File: config.mk
export PLATFORM = sky130hd
export DESIGN_NAME = nanov_operand_loader
export DESIGN_NICKNAME = d
export VERILOG_FILES = /design/src/rtl/nanov_operand_loader.sv
export SDC_FILE = /design/constraint.sdc
export NUM_CORES = 1
export LEC_CHECK = 0
export CORE_MARGIN = 10
export CORE_UTILIZATION = 55
export CTS_CLUSTER_DIAMETER = 60
export DETAILED_ROUTE_END_ITERATION = 8
export GPL_TIMING_DRIVEN = 0
export MAX_ROUTING_LAYER = met4
export PLACE_DENSITY = 0.85
export SETUP_SLACK_MARGIN = 0.5
export SLEW_MARGIN = 20
export SYNTH_ARGS = -nofsm -noshare
export SYNTH_HDL_FRONTEND = slang
export SYNTH_SLANG_ARGS = --single-unit
File: constraint.sdc
create_clock -name clk12MHz -period 3.09 [get_ports clk12MHz]
set_input_delay 0.4635 -clock clk12MHz [delete_from_list [all_inputs] [get_ports clk12MHz]]
set_output_delay 0.4635 -clock clk12MHz [all_outputs]
set_load 0.005 [all_outputs]
File: src/rtl/nanov_operand_loader.sv
// nanoV operand loader: framed bit-serial receiver for the op/a/b buses.
// Optional even parity bit is enabled with NANOV_LOADER_PARITY_EN.
module nanov_operand_loader #(
    parameter int OP_W   = 4,
    parameter int DATA_W = 32
) (
    input  logic              clk12MHz,
    input  logic              rstn,
    input  logic              rx_i,
    output logic [OP_W-1:0]   op_o,
    output logic [DATA_W-1:0] a_o,
    output logic [DATA_W-1:0] b_o,
    output logic              valid_o,
    output logic              busy_o,
    output logic              err_o
);

    typedef enum logic [2:0] {
        S_IDLE  = 3'd0,
        S_OP    = 3'd1,
        S_A     = 3'd2,
        S_B     = 3'd3,
`ifdef NANOV_LOADER_PARITY_EN
        S_PAR   = 3'd4,
`endif
        S_STOP  = 3'd5,
        S_BREAK = 3'd6
    } state_t;

    state_t            state_q;
    logic [5:0]        cnt_q;
    logic [OP_W-1:0]   op_s_q, op_s_d;
    logic [DATA_W-1:0] a_s_q, a_s_d;
    logic [DATA_W-1:0] b_s_q, b_s_d;
    logic [OP_W-1:0]   op_q;
    logic [DATA_W-1:0] a_q, b_q;
    logic              valid_q, busy_q, err_q;
    logic              last_op, last_data;
    logic              stop_ok;

`ifdef NANOV_LOADER_PARITY_EN
    logic              par_q;
    logic              perr_q;
`endif

    assign op_o    = op_q;
    assign a_o     = a_q;
    assign b_o     = b_q;
    assign valid_o = valid_q;
    assign busy_o  = busy_q;
    assign err_o   = err_q;

    assign last_op   = (cnt_q == 6'(OP_W - 1));
    assign last_data = (cnt_q == 6'(DATA_W - 1));

`ifdef NANOV_LOADER_PARITY_EN
    assign stop_ok = rx_i && !perr_q;
`else
    assign stop_ok = rx_i;
`endif

    // Shadow registers shift in the new bit at the LSB (MSB-first order).
    always_comb begin
        op_s_d = (op_s_q << 1) | OP_W'(rx_i);
        a_s_d  = (a_s_q << 1) | DATA_W'(rx_i);
        b_s_d  = (b_s_q << 1) | DATA_W'(rx_i);
    end

    // Frame FSM with registered outputs; commit only on a clean stop bit.
    always_ff @(posedge clk12MHz or negedge rstn) begin
        if (!rstn) begin
            state_q <= S_IDLE;
            cnt_q   <= '0;
            op_s_q  <= '0;
            a_s_q   <= '0;
            b_s_q   <= '0;
            op_q    <= '0;
            a_q     <= '0;
            b_q     <= '0;
            valid_q <= 1'b0;
            busy_q  <= 1'b0;
            err_q   <= 1'b0;
`ifdef NANOV_LOADER_PARITY_EN
            par_q   <= 1'b0;
            perr_q  <= 1'b0;
`endif
        end else begin
            valid_q <= 1'b0;
            err_q   <= 1'b0;
            case (state_q)
                S_IDLE: begin
                    if (!rx_i) begin
                        state_q <= S_OP;
                        cnt_q   <= '0;
                        busy_q  <= 1'b1;
`ifdef NANOV_LOADER_PARITY_EN
                        par_q   <= 1'b0;
                        perr_q  <= 1'b0;
`endif
                    end
                end
                S_OP: begin
                    op_s_q <= op_s_d;
`ifdef NANOV_LOADER_PARITY_EN
                    par_q  <= par_q ^ rx_i;
`endif
                    if (last_op) begin
                        state_q <= S_A;
                        cnt_q   <= '0;
                    end else begin
                        cnt_q <= cnt_q + 6'd1;
                    end
                end
                S_A: begin
                    a_s_q <= a_s_d;
`ifdef NANOV_LOADER_PARITY_EN
                    par_q <= par_q ^ rx_i;
`endif
                    if (last_data) begin
                        state_q <= S_B;
                        cnt_q   <= '0;
                    end else begin
                        cnt_q <= cnt_q + 6'd1;
                    end
                end
                S_B: begin
                    b_s_q <= b_s_d;
`ifdef NANOV_LOADER_PARITY_EN
                    par_q <= par_q ^ rx_i;
`endif
                    if (last_data) begin
                        cnt_q <= '0;
`ifdef NANOV_LOADER_PARITY_EN
                        state_q <= S_PAR;
`else
                        state_q <= S_STOP;
`endif
                    end else begin
                        cnt_q <= cnt_q + 6'd1;
                    end
                end
`ifdef NANOV_LOADER_PARITY_EN
                S_PAR: begin
                    perr_q  <= rx_i ^ par_q;
                    state_q <= S_STOP;
                end
`endif
                S_STOP: begin
                    busy_q <= 1'b0;
                    if (stop_ok) begin
                        op_q    <= op_s_q;
                        a_q     <= a_s_q;
                        b_q     <= b_s_q;
                        valid_q <= 1'b1;
                        state_q <= S_IDLE;
                    end else begin
                        err_q   <= 1'b1;
                        state_q <= S_BREAK;
                    end
                end
                S_BREAK: begin
                    if (rx_i) begin
                        state_q <= S_IDLE;
                    end
                end
                default: begin
                    state_q <= S_IDLE;
                    busy_q  <= 1'b0;
                end
            endcase
        end
    end

endmodule

Word-level counts from Yosys, hierarchy flattened
Cells that the tools add are included.
Widths: inputs -> output; s select.
Storage, ports and cells
  output and inout port bits: 71
  word-level logic and storage cells: 53
  latch bits: 0
  memories: 0
  RAM bits: 0
  memory bits (read-only): 0
  input port bits: 3
  register bits: 148
Cells by class
  muxes and demuxes: 17
  div/mod/pow operators: 0
  eq/ne operators: 12
  reduce and logical (&&, ||, !) cells: 8
  add/sub/neg operators: 1
  order comparisons: 0
  bitwise gates (word level): 4
  multipliers: 0
  shift-type cells: 0
Operators by type and width (number)
  $or 32x1->32: 2
  $mux 3: 6
  $mux 6: 3
  $pmux 3 s6: 1
  $pmux 6 s3: 1
  $ne 2x2->1 const B: 5
  $add 6x1->6 const B: 1
  $eq 3x2->1 const B: 2
  $eq 3x3->1 const B: 2
  $eq 6x2->1 const B: 1
  $eq 6x5->1 const B: 1
  $reduce_and 2->1: 3
  $mux 1: 5
  $reduce_and 5->1: 1
  $or 4x1->4: 1
  $reduce_or 4->1: 1
  $eq 3x1->1 const B: 1
  $logic_not 3->1: 1
  $reduce_bool 3->1: 1
  $pmux 1 s2: 1
  $reduce_or 2->1: 1
  $not 1->1: 1

Depth between registers and ports, before layout
Gate-level depths: netlist of run 1.
  depth in word-level cells: 4
  depth in mapped cells: 5
  gate-level depth less buffers: 5

Worst setup path after synthesis of run 1
OpenSTA, ideal clock, no wires.
  path kind: flip-flop to flip-flop
  from: register cnt_q[0]
  to: register cnt_q[5]
  data required time: 2.966 ns
  cell stages (with the launch flop): 6
  library setup time: 0.124 ns
  slack: 1.547 ns
  clock period less this slack: 1.543 ns
  arrival time: 1.419 ns
  buffers on the path: 0
  cells stage by stage: dfrtp_1 ha_1 nand2b_4 o41ai_1 a211oi_1 a211o_1
On the way
  word-level cells in the longest chain between the ends: 3
  elaborated cells between the ends (all ways): 6
  classes of those cells: add/sub: 1; eq/ne: 2; mux: 3
RTL lines
  start, declared: RTL line 31  | logic [5:0] cnt_q;
  start signal, assigned: RTL line 111  | cnt_q <= cnt_q + 6'd1;
  start signal, assigned: RTL line 123  | cnt_q <= cnt_q + 6'd1;
  start signal, assigned: RTL line 139  | cnt_q <= cnt_q + 6'd1;
  $add 6x1->6, or another cell as far along: RTL line 111, 123, 139
  $mux 6, on equally long branches: RTL line 119, 131, 107
  $pmux 6 s3 *: RTL line 90  | case (state_q)
Every way passes the cells marked *; elsewhere a longest branch is shown, timed or not.
A chain may end at the register's enable or synchronous reset.

Worst setup path after layout of run 1
  from: register busy_q, in the netlist busy_o
  to: output busy_o
RTL lines
  start, declared: RTL line 37  | logic valid_q, busy_q, err_q;
  start signal, assigned: RTL line 81  | busy_q <= 1'b0;
  start signal, assigned: RTL line 95  | busy_q <= 1'b1;
  start signal, assigned: RTL line 149  | busy_q <= 1'b0;
  end, declared: RTL line 14  | output logic busy_o,
No word-level cell between the ends.

==> impl_metrics.env, run 1 <==
export IMPL_status="completed"
export IMPL_stdcell_area_sq_um=7208
export IMPL_synth_avg_cell_area_sq_um=15.96
export IMPL_cts_resized=0
export IMPL_routed_wl_um=10510
export IMPL_gp_congestion=0.8176
export IMPL_cp_top_family="buffers and inverters"
export IMPL_vias_per_cell=5.287
export IMPL_maxSlewViolCount=0
export IMPL_vias=3172
export IMPL_cts_tree="built"
export IMPL_rows=37
export IMPL_p_int_mw=3.685
export IMPL_placedInstanceArea_sq_um=6638
export IMPL_postSynthCellCount=358
export IMPL_drt_iter0_drc=199
export IMPL_slew_limit_headroom_pct=58.65
export IMPL_power_leakage_nw=3.531
export IMPL_die_y_um=121.9
export IMPL_final_antenna_net_count=0
export IMPL_grt_pass1_vias=3389
export IMPL_drive_gt1_share_pct=40.52
export IMPL_ios=74
export IMPL_power_density_nw_per_um2=682.5
export IMPL_path_max_fanout=3
export IMPL_netlist_area_sq_um=5714
export IMPL_fin_hold_ws_ns=0.3193
export IMPL_dp_hpwl_um=7058
export IMPL_max_freq_ghz=0.5278
export IMPL_grt_max_degree=103
export IMPL_area_growth_pct=26.14
export IMPL_layout_min_cycle_time_ns=1.895
export IMPL_switching_share_pct=25.11
export IMPL_port_buffers=72
export IMPL_grt_pass1_wl_um=17620
export IMPL_antenna_cells=0
export IMPL_critical_path_slowest_cell="clkdlybuf4s50_1"
export IMPL_ys_flop_type="dfrtp_1"
export IMPL_cp_data_required_time_ns=2.63
export IMPL_drc=0
export IMPL_htree_levels=4
export IMPL_seq_area_frac_synth_pct=64.81
export IMPL_die_w_um=121.9
export IMPL_core_area_sq_um=10230
export IMPL_seq_power_share_pct=46.7
export IMPL_drv_cap=0
export IMPL_peakVddDrop_mv=0.3580
export IMPL_startpoint_type="register"
export IMPL_clkSinkCount=148
export IMPL_ys_ff_latch=148
export IMPL_path_buf_inv=1
export IMPL_crit_path_max_incr_delay_ns=0.55
export IMPL_yosys_warnings=0
export IMPL_track_usage_pct=15.51
export IMPL_finalSetupViolCount=0
export IMPL_ys_types=40
export IMPL_synth_nets=362
export IMPL_clkPwrFrac_pct=39.3
export IMPL_initial_core_util_pct=55.85
export IMPL_synth_edf_count=0
export IMPL_clk_path_buf_depth=2
export IMPL_period_share_pct=61.31
export IMPL_tightest_slew_ns=0.6145
export IMPL_post_drt_wl_per_cell_um=17.51
export IMPL_worst_ep_arrival_time_ns=1.43
export IMPL_grt_overflow_total=0
export IMPL_antenna_found_initial=0
export IMPL_min_delay_path_class="in2reg"
export IMPL_die_area_sq_um=14870
export IMPL_postCtsSetupBuffers=0
export IMPL_critPathKind="reg2out"
export IMPL_worstPathCellList="clkdlybuf4s50_1"
export IMPL_skew_ns=0.007011
export IMPL_synthArstFlopShare_pct=100.0
export IMPL_cp_end_kind="primary output"
export IMPL_clock_latency_ns=0.52
export IMPL_rsz0062_at_grt="no"
export IMPL_firstDrtPassIters=4
export IMPL_switching_power_mw=1.235
export IMPL_tns_ns=0
export IMPL_cts_buffers=17
export IMPL_clk_pin_slew_worst_paths_ns=0.06
export IMPL_root_buffer="clkbuf_8"
export IMPL_layout_nets=455
export IMPL_finalHoldViolCount=0
export IMPL_pwr_share_comb_pct=14.0
registers in the layout, indices dropped and copies added (netlist names):
| name | count |
|---|---|
| busy_o | 1 |
| err_o | 1 |
| valid_o | 1 |
| state_q | 3 |
| op_s_q | 4 |
| b_o | 32 |
| cnt_q | 6 |
| op_o | 4 |
| b_s_q | 32 |
| a_o | 32 |
| a_s_q | 32 |
cell families (layout without fill, tap and decap cells):
logic type / after synthesis / in the layout / synth area share, %
AO/OA/AOI/OAI: 20 / 20 / 2.365
XOR/XNOR: 3 / 3 / 0.4599
adder cells (fa/ha/maj): 1 / 1 / 0.2189
buffers and inverters: 20 / 126 / 1.971
flip-flops: 148 / 148 / 64.81
multiplexers: 136 / 136 / 26.80
AND/OR/NAND/NOR: 30 / 30 / 3.372
final cells by class:
type                            instances  area, sq um
Sequential cell                       148         3704
Fill cell                             650         3023
Multi-Input combinational cell        190         1898
Timing Repair Buffer                   74        763.2
Clock buffer                           23        456.7
Tap cell                              136        170.2
Buffer                                 18        105.1
Clock inverter                          9        103.9
Inverter                                2        7.507
routing by layer:
metal	global-route usage, %	wire length, um	vias up
met1	17.92	4308	1631
met3	4.302	473	15
li1	-	-	1465
met2	25.27	5557	61
met5	-	0	-
met4	5.887	167	0
worst register-to-register path, stage by stage (launching register included):
cell and delay (ns):
dfrtp_1 0.39, ha_1 0.25, nand2b_4 0.08, nor4_1 0.47, nor2b_1 0.14, o31a_1 0.30
path summary, 6_finish.rpt:
check	start	to	slack, ns	cells after the start
worst max register to register	cnt_q[0]$_DFFE_PN0P_	cnt_q[4]$_DFFE_PN0P_	1.34	5
worst max-delay path	busy_o$_DFFE_PN0P_	busy_o	1.20	1
worst min register to register	b_o[20]$_DFFE_PN0P_	b_o[20]$_DFFE_PN0P_	0.50	1
max in group asynchronous	rstn	cnt_q[5]$_DFFE_PN0P_	1.87	3
worst min-delay path	rx_i	b_s_q[0]$_DFFE_PN0P_	0.32	2
min in group asynchronous	rstn	a_o[12]$_DFFE_PN0P_	0.43	2
power by group through the flow:
stage          logic [mW]  clock network (mW)  registers [mW]
2_1_floorplan       0.547                   0            2.27
3_3_place_gp        0.643                   0            2.31
3_5_place_dp        0.680                   0            2.33
4_1_cts             0.690                1.96            2.30
5_1_grt             0.756                2.06            2.33
6_report            0.686                1.93            2.30
cell usage in the layout, fill, tap and decap left out, drive strengths merged, types with 2 or more instances in the layout:
cell           synthesis  layout
a21oi                  4       4
nor2                   7       7
clkdlybuf4s50          0      71
clkbuf                 1      24
inv                    2       2
nand3                  3       3
dfrtp                148     148
o21ai                  4       4
clkinv                 0       5
a21o                   2       2
a211oi                 3       3
nor2b                  2       2
buf                   17      19
nand2b                 5       5
xnor2                  2       2
nor3b                  3       3
nor3                   3       3
bufinv                 0       2
mux2                 136     136
clkinvlp               0       2
nor4b                  2       2
Yosys cell counts, drive strengths merged (2+ instances only):
library cell | count | area, sq um
inv | 2 | 7.510
nor3 | 3 | 15.01
nor3b | 3 | 27.52
a21oi | 4 | 20.02
xnor2 | 2 | 17.52
nand3 | 3 | 20.02
dfrtp | 148 | 3704
a211oi | 3 | 22.52
buf | 17 | 101.4
nand2b | 5 | 38.78
a21o | 2 | 15.01
o21ai | 4 | 20.01
nor4b | 2 | 17.52
nor2 | 7 | 28.78
nor2b | 2 | 15.02
mux2 | 136 | 1531
through the flow:
stage | cells | utilization [%] | worst slack, ns | power, mW
after global routing | 600 | 70.45 | 1.134 | 5.141
after CTS | 600 | 70.45 | 1.165 | 4.952
after floorplan | 358 | - | 1.547 | 2.820
after detailed placement | 567 | 64.88 | 1.403 | 3.012
after global placement | 566 | 64.56 | -4.008 | 2.953
final | 600 | 70.45 | 1.195 | 4.920
what timing repair did:
action	4_1_cts	5_1_grt
hold endpoints to repair	46	0
hold buffers	1	0
endpoints found under the setup margin	0	0
No activity file was read; power rests on OpenSTA's default activity.
==> run 2, diff against run 1 <==
==> constraint.sdc (replaced) <==
create_clock -name clk12MHz -period 1.9 [get_ports clk12MHz]
set_input_delay 0.285 -clock clk12MHz [delete_from_list [all_inputs] [get_ports clk12MHz]]
set_output_delay 0.285 -clock clk12MHz [all_outputs]
set_load 0.005 [all_outputs]
==> run 2 against run 1 <==
  * Clock skew about the same
  * Final cell count up 6.8%
  * Clock-buffer cell count down 4
  * Power up 80%
  * Largest power group unchanged
  * Clock power up 69%
  * Critical path depth up 4
  * Die area unchanged
  * Setup slack worse by 0.85 ns
  * Hold slack worse by 0.10 ns
==> impl_metrics.env, run 2 (synthesis gave the netlist of run 1 again) <==
export IMPL_cp_data_required_time_ns=2.31
export IMPL_switching_share_pct=26.73
export IMPL_ios=74
export IMPL_seq_power_share_pct=43.2
export IMPL_critPathKind="reg2reg"
export IMPL_p_int_mw=6.486
export IMPL_clock_latency_ns=0.53
export IMPL_gp_congestion=0.8202
export IMPL_vias_per_cell=5.404
export IMPL_grt_pass1_wl_um=20880
export IMPL_grt_pass1_vias=3711
export IMPL_clkPwrFrac_pct=36.8
export IMPL_power_leakage_nw=4.058
export IMPL_path_max_fanout=6
export IMPL_rows=37
export IMPL_die_area_sq_um=14870
export IMPL_layout_nets=499
export IMPL_antenna_found_initial=0
export IMPL_startpoint_type="register"
export IMPL_slew_limit_headroom_pct=66.68
export IMPL_layout_commonest_cell="dfrtp_1"
export IMPL_grt_overflow_total=0
export IMPL_track_usage_pct=18.71
export IMPL_placedInstanceArea_sq_um=6664
export IMPL_clkSinkCount=148
export IMPL_port_buffers=72
export IMPL_rsz0062_at_grt="yes"
export IMPL_final_cells=641
export IMPL_layout_common_cells="143 x dfrtp_1, 105 x mux2_2, 57 x buf_2, 37 x buf_4, 31 x mux2_4"
export IMPL_post_drt_wl_per_cell_um=21.22
export IMPL_period_share_pct=81.71
export IMPL_antenna_cells=0
export IMPL_worst_ep_arrival_time_ns=1.97
export IMPL_initial_core_util_pct=55.85
export IMPL_area_growth_pct=33.87
export IMPL_dp_cells=567
export IMPL_htree_levels=4
export IMPL_final_antenna_net_count=0
export IMPL_stdcell_area_sq_um=7650
export IMPL_vias=3464
export IMPL_finalHoldViolCount=0
export IMPL_clk_path_buf_depth=2
export IMPL_cts_tree="built"
export IMPL_maxSlewViolCount=0
export IMPL_dp_hpwl_um=7260
export IMPL_drc=0
export IMPL_skew_ns=0.007448
export IMPL_peakVddDrop_mv=0.6368
export IMPL_place_ws_ns=0.2596
export IMPL_min_delay_path_class="in2reg"
export IMPL_clk_pin_slew_worst_paths_ns=0.06
export IMPL_finalSetupViolCount=0
export IMPL_max_freq_ghz=0.6441
export IMPL_grt_max_degree=84
export IMPL_status="completed"
export IMPL_firstDrtPassIters=4
export IMPL_crit_path_max_incr_delay_ns=0.47
export IMPL_drt_iter0_drc=290
export IMPL_core_area_sq_um=10230
export IMPL_die_w_um=121.9
export IMPL_critical_path_slowest_cell="dfrtp_2"
export IMPL_layout_min_cycle_time_ns=1.553
export IMPL_power_density_nw_per_um2=1157
export IMPL_worstPathCellList="nor2b_4, nand3_4, buf_8, clkbuf_16, mux2_2"
export IMPL_die_y_um=121.9
export IMPL_root_buffer="clkbuf_8"
export IMPL_switching_power_mw=2.367
export IMPL_pwr_share_comb_pct=19.9
export IMPL_routed_wl_um=13600
export IMPL_worst_slack_ns=0.3475
export IMPL_tightest_slew_ns=0.4998
export IMPL_drive_gt1_share_pct=63.76
export IMPL_cp_end_kind="register"
export IMPL_drv_cap=0
export IMPL_cts_buffers=17
run 2: cell types whose count changed in the layout (fill, tap and decap cells not counted), moves of 10 or more:
cell             change
buf_2               +45
buf_4               +33
buf_8               +10
clkbuf_2            +16
clkdlybuf4s50_1     -71
mux2_2              -30
mux2_4              +31
run 2: final timing paths:
check                                       start                   end  slack, ns  cells past startpoint
min in group asynchronous                    rstn   a_o[20]$_DFFE_PN0P_       0.29                      2
setup / recovery           state_q[1]$_DFFE_PN0P_   a_o[25]$_DFFE_PN0P_       0.35                      5
hold reg to reg                a_o[8]$_DFFE_PN0P_    a_o[8]$_DFFE_PN0P_       0.50                      1
setup reg to reg           state_q[1]$_DFFE_PN0P_   a_o[25]$_DFFE_PN0P_       0.35                      5
hold / removal                               rx_i  a_s_q[0]$_DFFE_PN0P_       0.22                      2
max in group asynchronous                    rstn   b_o[20]$_DFFE_PN0P_       0.87                      3
run 2: per-layer routing:
layer / up-vias / track usage (%) / routed length, um
met5: - / - / 0
met3: 37 / 5.273 / 591
met1: 1784 / 21.37 / 5594
met4: 0 / 6.706 / 335
met2: 92 / 30.89 / 7080
li1: 1551 / - / -
run 2: timing repair:
item	in CTS	in global routing
cloned	4	3
resized for setup	317	50
setup endpoints to repair	213	150
buffers inserted	30	7
hold buffers	1	0
endpoints found under the hold margin	65	0
pin swaps	3	5
run 2: power by group through the flow:
stage	Clock [mW]	Sequential (mW)	Combinational, mW
finish	3.26	3.83	1.76
detailed placement	0	3.78	1.13
global route	3.43	3.86	1.88
CTS	3.25	3.78	1.43
global placement	0	3.76	1.07
floorplan	0	3.70	0.908
run 2: area by class of cell:
| type | count | area (sq um) |
|---|---|---|
| sequential | 148 | 3710 |
| clock buffer | 19 | 431.7 |
| timing repair buffer | 118 | 849.6 |
| tap | 136 | 170.2 |
| inverter | 2 | 7.507 |
| multi-input combinational | 190 | 2148 |
| buffer | 18 | 197.7 |
| clock inverter | 10 | 135.1 |
| fill | 567 | 2581 |
run 2: metrics by stage:
stage               TNS [ns]  power [mW]  utilization (%)  hold slack, ns
floorplan                  0       4.611                -        -0.01059
global placement     -739.68       4.835            64.82          0.4846
detailed placement         0       4.917            65.13          0.2630
CTS                        0       8.462            73.11          0.1670
global route               0       9.168            74.77          0.2099
finish                     0       8.853            74.77          0.2170
run 2: worst max-delay path: cells and delay by family (launching register included):
kind,cells,cell delay [ns]
buffers and inverters,2,0.34
flip-flops,1,0.47
multiplexers,1,0.26
AND/OR/NAND/NOR,2,0.36
==> run 3, diff against run 2 <==
--- a/config.mk
+++ b/config.mk
@@ -6,12 +6,12 @@
 export NUM_CORES = 1
 export LEC_CHECK = 0
 export CORE_MARGIN = 10
-export CORE_UTILIZATION = 55
+export CORE_UTILIZATION = 49
 export CTS_CLUSTER_DIAMETER = 60
 export DETAILED_ROUTE_END_ITERATION = 8
 export GPL_TIMING_DRIVEN = 0
 export MAX_ROUTING_LAYER = met4
-export PLACE_DENSITY = 0.85
+export PLACE_DENSITY = 0.81
 export SETUP_SLACK_MARGIN = 0.5
 export SLEW_MARGIN = 20
 export SYNTH_ARGS = -nofsm -noshare
==> constraint.sdc (replaced) <==
create_clock -name clk12MHz -period 1.35 [get_ports clk12MHz]
set_input_delay 0.2025 -clock clk12MHz [delete_from_list [all_inputs] [get_ports clk12MHz]]
set_output_delay 0.2025 -clock clk12MHz [all_outputs]
set_load 0.005 [all_outputs]
==> run 3 against run 2 <==
  * The flow now finishes with violations (hold timing, setup timing)
  * Clock-buffer cell count shrank 1
  * Maximum frequency is essentially flat
  * First-iteration DRC count shrank 18%
  * Highest routed layer unchanged
  * Critical path type unchanged
  * Routed wire length grew 1.1%
  * Largest power group unchanged
  * Setup slack lost 0.55 ns
==> impl_metrics.env, run 3 (synthesis gave the netlist of run 1 again) <==
export IMPL_grt_overflow_total=0
export IMPL_die_w_um=128.0
export IMPL_power_leakage_nw=4.490
export IMPL_layout_common_cells="144 x dfrtp_1, 73 x mux2_2, 70 x buf_2, 63 x mux2_4, 48 x buf_4"
export IMPL_fin_hold_ws_ns=-0.2490
export IMPL_clk_path_buf_depth=2
export IMPL_grt_max_degree=81
export IMPL_grt_pass1_wl_um=21430
export IMPL_violations="hold timing, setup timing"
export IMPL_post_drt_wl_per_cell_um=20.17
export IMPL_reg2reg_depth=6
export IMPL_grt_pass1_vias=3954
export IMPL_vias_per_cell=5.317
export IMPL_peakVddDrop_mv=0.9836
export IMPL_ios=74
export IMPL_final_antenna_net_count=0
export IMPL_layout_commonest_cell="dfrtp_1"
export IMPL_dp_hpwl_um=7082
export IMPL_track_usage_pct=17.00
export IMPL_drive_gt1_share_pct=67.53
export IMPL_path_max_fanout=6
export IMPL_final_util_pct=73.20
export IMPL_r2r_start="state_q[0]$_DFFE_PN0P_"
export IMPL_htree_levels=4
export IMPL_startpoint="state_q[0]$_DFFE_PN0P_"
export IMPL_root_buffer="clkbuf_16"
export IMPL_power_density_nw_per_um2=1659
export IMPL_die_area_sq_um=16380
export IMPL_gp_congestion=0.7750
export IMPL_antenna_cells=0
export IMPL_layout_min_cycle_time_ns=1.552
export IMPL_antenna_found_initial=0
export IMPL_rsz0062_at_grt="yes"
export IMPL_min_delay_path_class="in2async"
export IMPL_max_freq_ghz=0.6441
export IMPL_stdcell_area_sq_um=8358
export IMPL_vias=3626
export IMPL_drc=0
export IMPL_routed_wl_um=13750
export IMPL_place_ws_ns=-0.2547
export IMPL_period_share_pct=115.0
export IMPL_met2WireLength_um=7098
export IMPL_clkSinkCount=148
export IMPL_drt_iter0_drc=239
export IMPL_cts_tree="built"
export IMPL_worstPathCellList="buf_6, nand2b_4, nor2_4, buf_12, buf_8, mux2_4"
export IMPL_maxSlewViolCount=0
export IMPL_wl_met3_um=695
export IMPL_placedInstanceArea_sq_um=6792
export IMPL_port_buffers=72
export IMPL_critPathKind="reg2reg"
export IMPL_worst_slack_ns=-0.2025
export IMPL_clk_pin_slew_worst_paths_ns=0.06
export IMPL_core_area_sq_um=11420
export IMPL_firstDrtPassIters=5
export IMPL_tightest_slew_ns=0.6083
export IMPL_status="finished with violations"
export IMPL_initial_core_util_pct=50.04
export IMPL_skew_ns=0.008151
export IMPL_die_y_um=128.0
export IMPL_critical_path_slowest_cell="dfrtp_1"
export IMPL_rows=39
export IMPL_wl_met1_um=5749
export IMPL_worst_ep_arrival_time_ns=1.85
export IMPL_area_growth_pct=46.27
export IMPL_startpoint_type="register"
export IMPL_drv_cap=0
export IMPL_tns_ns=-16.91
export IMPL_cp_data_required_time_ns=1.65
export IMPL_finalSetupViolCount=144
export IMPL_clock_latency_ns=0.42
export IMPL_cts_buffers=17
export IMPL_finalHoldViolCount=79
export IMPL_slew_limit_headroom_pct=59.45
export IMPL_crit_path_max_incr_delay_ns=0.40
export IMPL_fillCellCount=690
export IMPL_layout_nets=531
export IMPL_highest_layer="met4"
export IMPL_cp_end_kind="register"
run 3: changes by cell type in the layout (fill, tap and decap cells not counted), moves of 5 or more:
cell,previous run,this run
buf_12,2,8
clkbuf_2,16,0
mux2_4,31,63
buf_16,1,6
mux2_2,105,73
buf_6,7,22
buf_4,37,48
buf_2,57,70
run 3: final cells by class:
class	instances	area [sq um]	share of cell area, %
Multi-Input combinational cell	190	2305	27.57
Buffer	18	257.7	3.084
Clock inverter	13	205.2	2.455
Timing Repair Buffer	150	1256	15.03
Sequential cell	148	3709	44.37
Tap cell	143	178.9	2.141
Inverter	2	7.507	0.08982
Clock buffer	18	439.2	5.254
run 3: final timing paths:
path / to / slack [ns]
min reg2reg: b_o[6]$_DFFE_PN0P_ / 0.50
max in group asynchronous: cnt_q[4]$_DFFE_PN0P_ / 0.86
max: a_s_q[20]$_DFFE_PN0P_ / -0.20
min in group clk12MHz: op_s_q[0]$_DFFE_PN0P_ / 0.24
min: op_o[0]$_DFFE_PN0P_ / -0.25
max reg2reg: a_s_q[20]$_DFFE_PN0P_ / -0.20
run 3: through the flow:
stage	instances	total power, mW
after floorplan	358	6.706
after global placement	573	7.028
after detailed placement	574	7.146
after CTS	659	13.54
after global routing	682	14.36
final	682	13.86
run 3: worst max-delay path: cells and delay by family (launching register included):
family / cells / cell delay, ns
AND/OR/NAND/NOR: 2 / 0.30
multiplexers: 1 / 0.31
buffers and inverters: 3 / 0.42
flip-flops: 1 / 0.40
run 3: where the power goes:
group	total, mW	switching (mW)	internal [mW]
clock	5.16	1.84	3.31
combinational	3.35	1.28	2.08
sequential	5.35	0.450	4.90
total	13.9	3.57	10.3
run 3: routing by layer:
| layer | vias up | global-route usage [%] |
|---|---|---|
| met5 | - | - |
| met4 | 0 | 6.026 |
| met3 | 22 | 5.211 |
| met2 | 96 | 27.30 |
| met1 | 1887 | 19.84 |
| li1 | 1621 | - |
run 3: repair_timing:
action / 4_1_cts / 5_1_grt
endpoints found under the hold margin: 79 / 79
cloned: 7 / 2
setup buffers: 47 / 21
pin swaps: 16 / 12
resized for setup: 377 / 40
setup endpoints to repair: 218 / 219
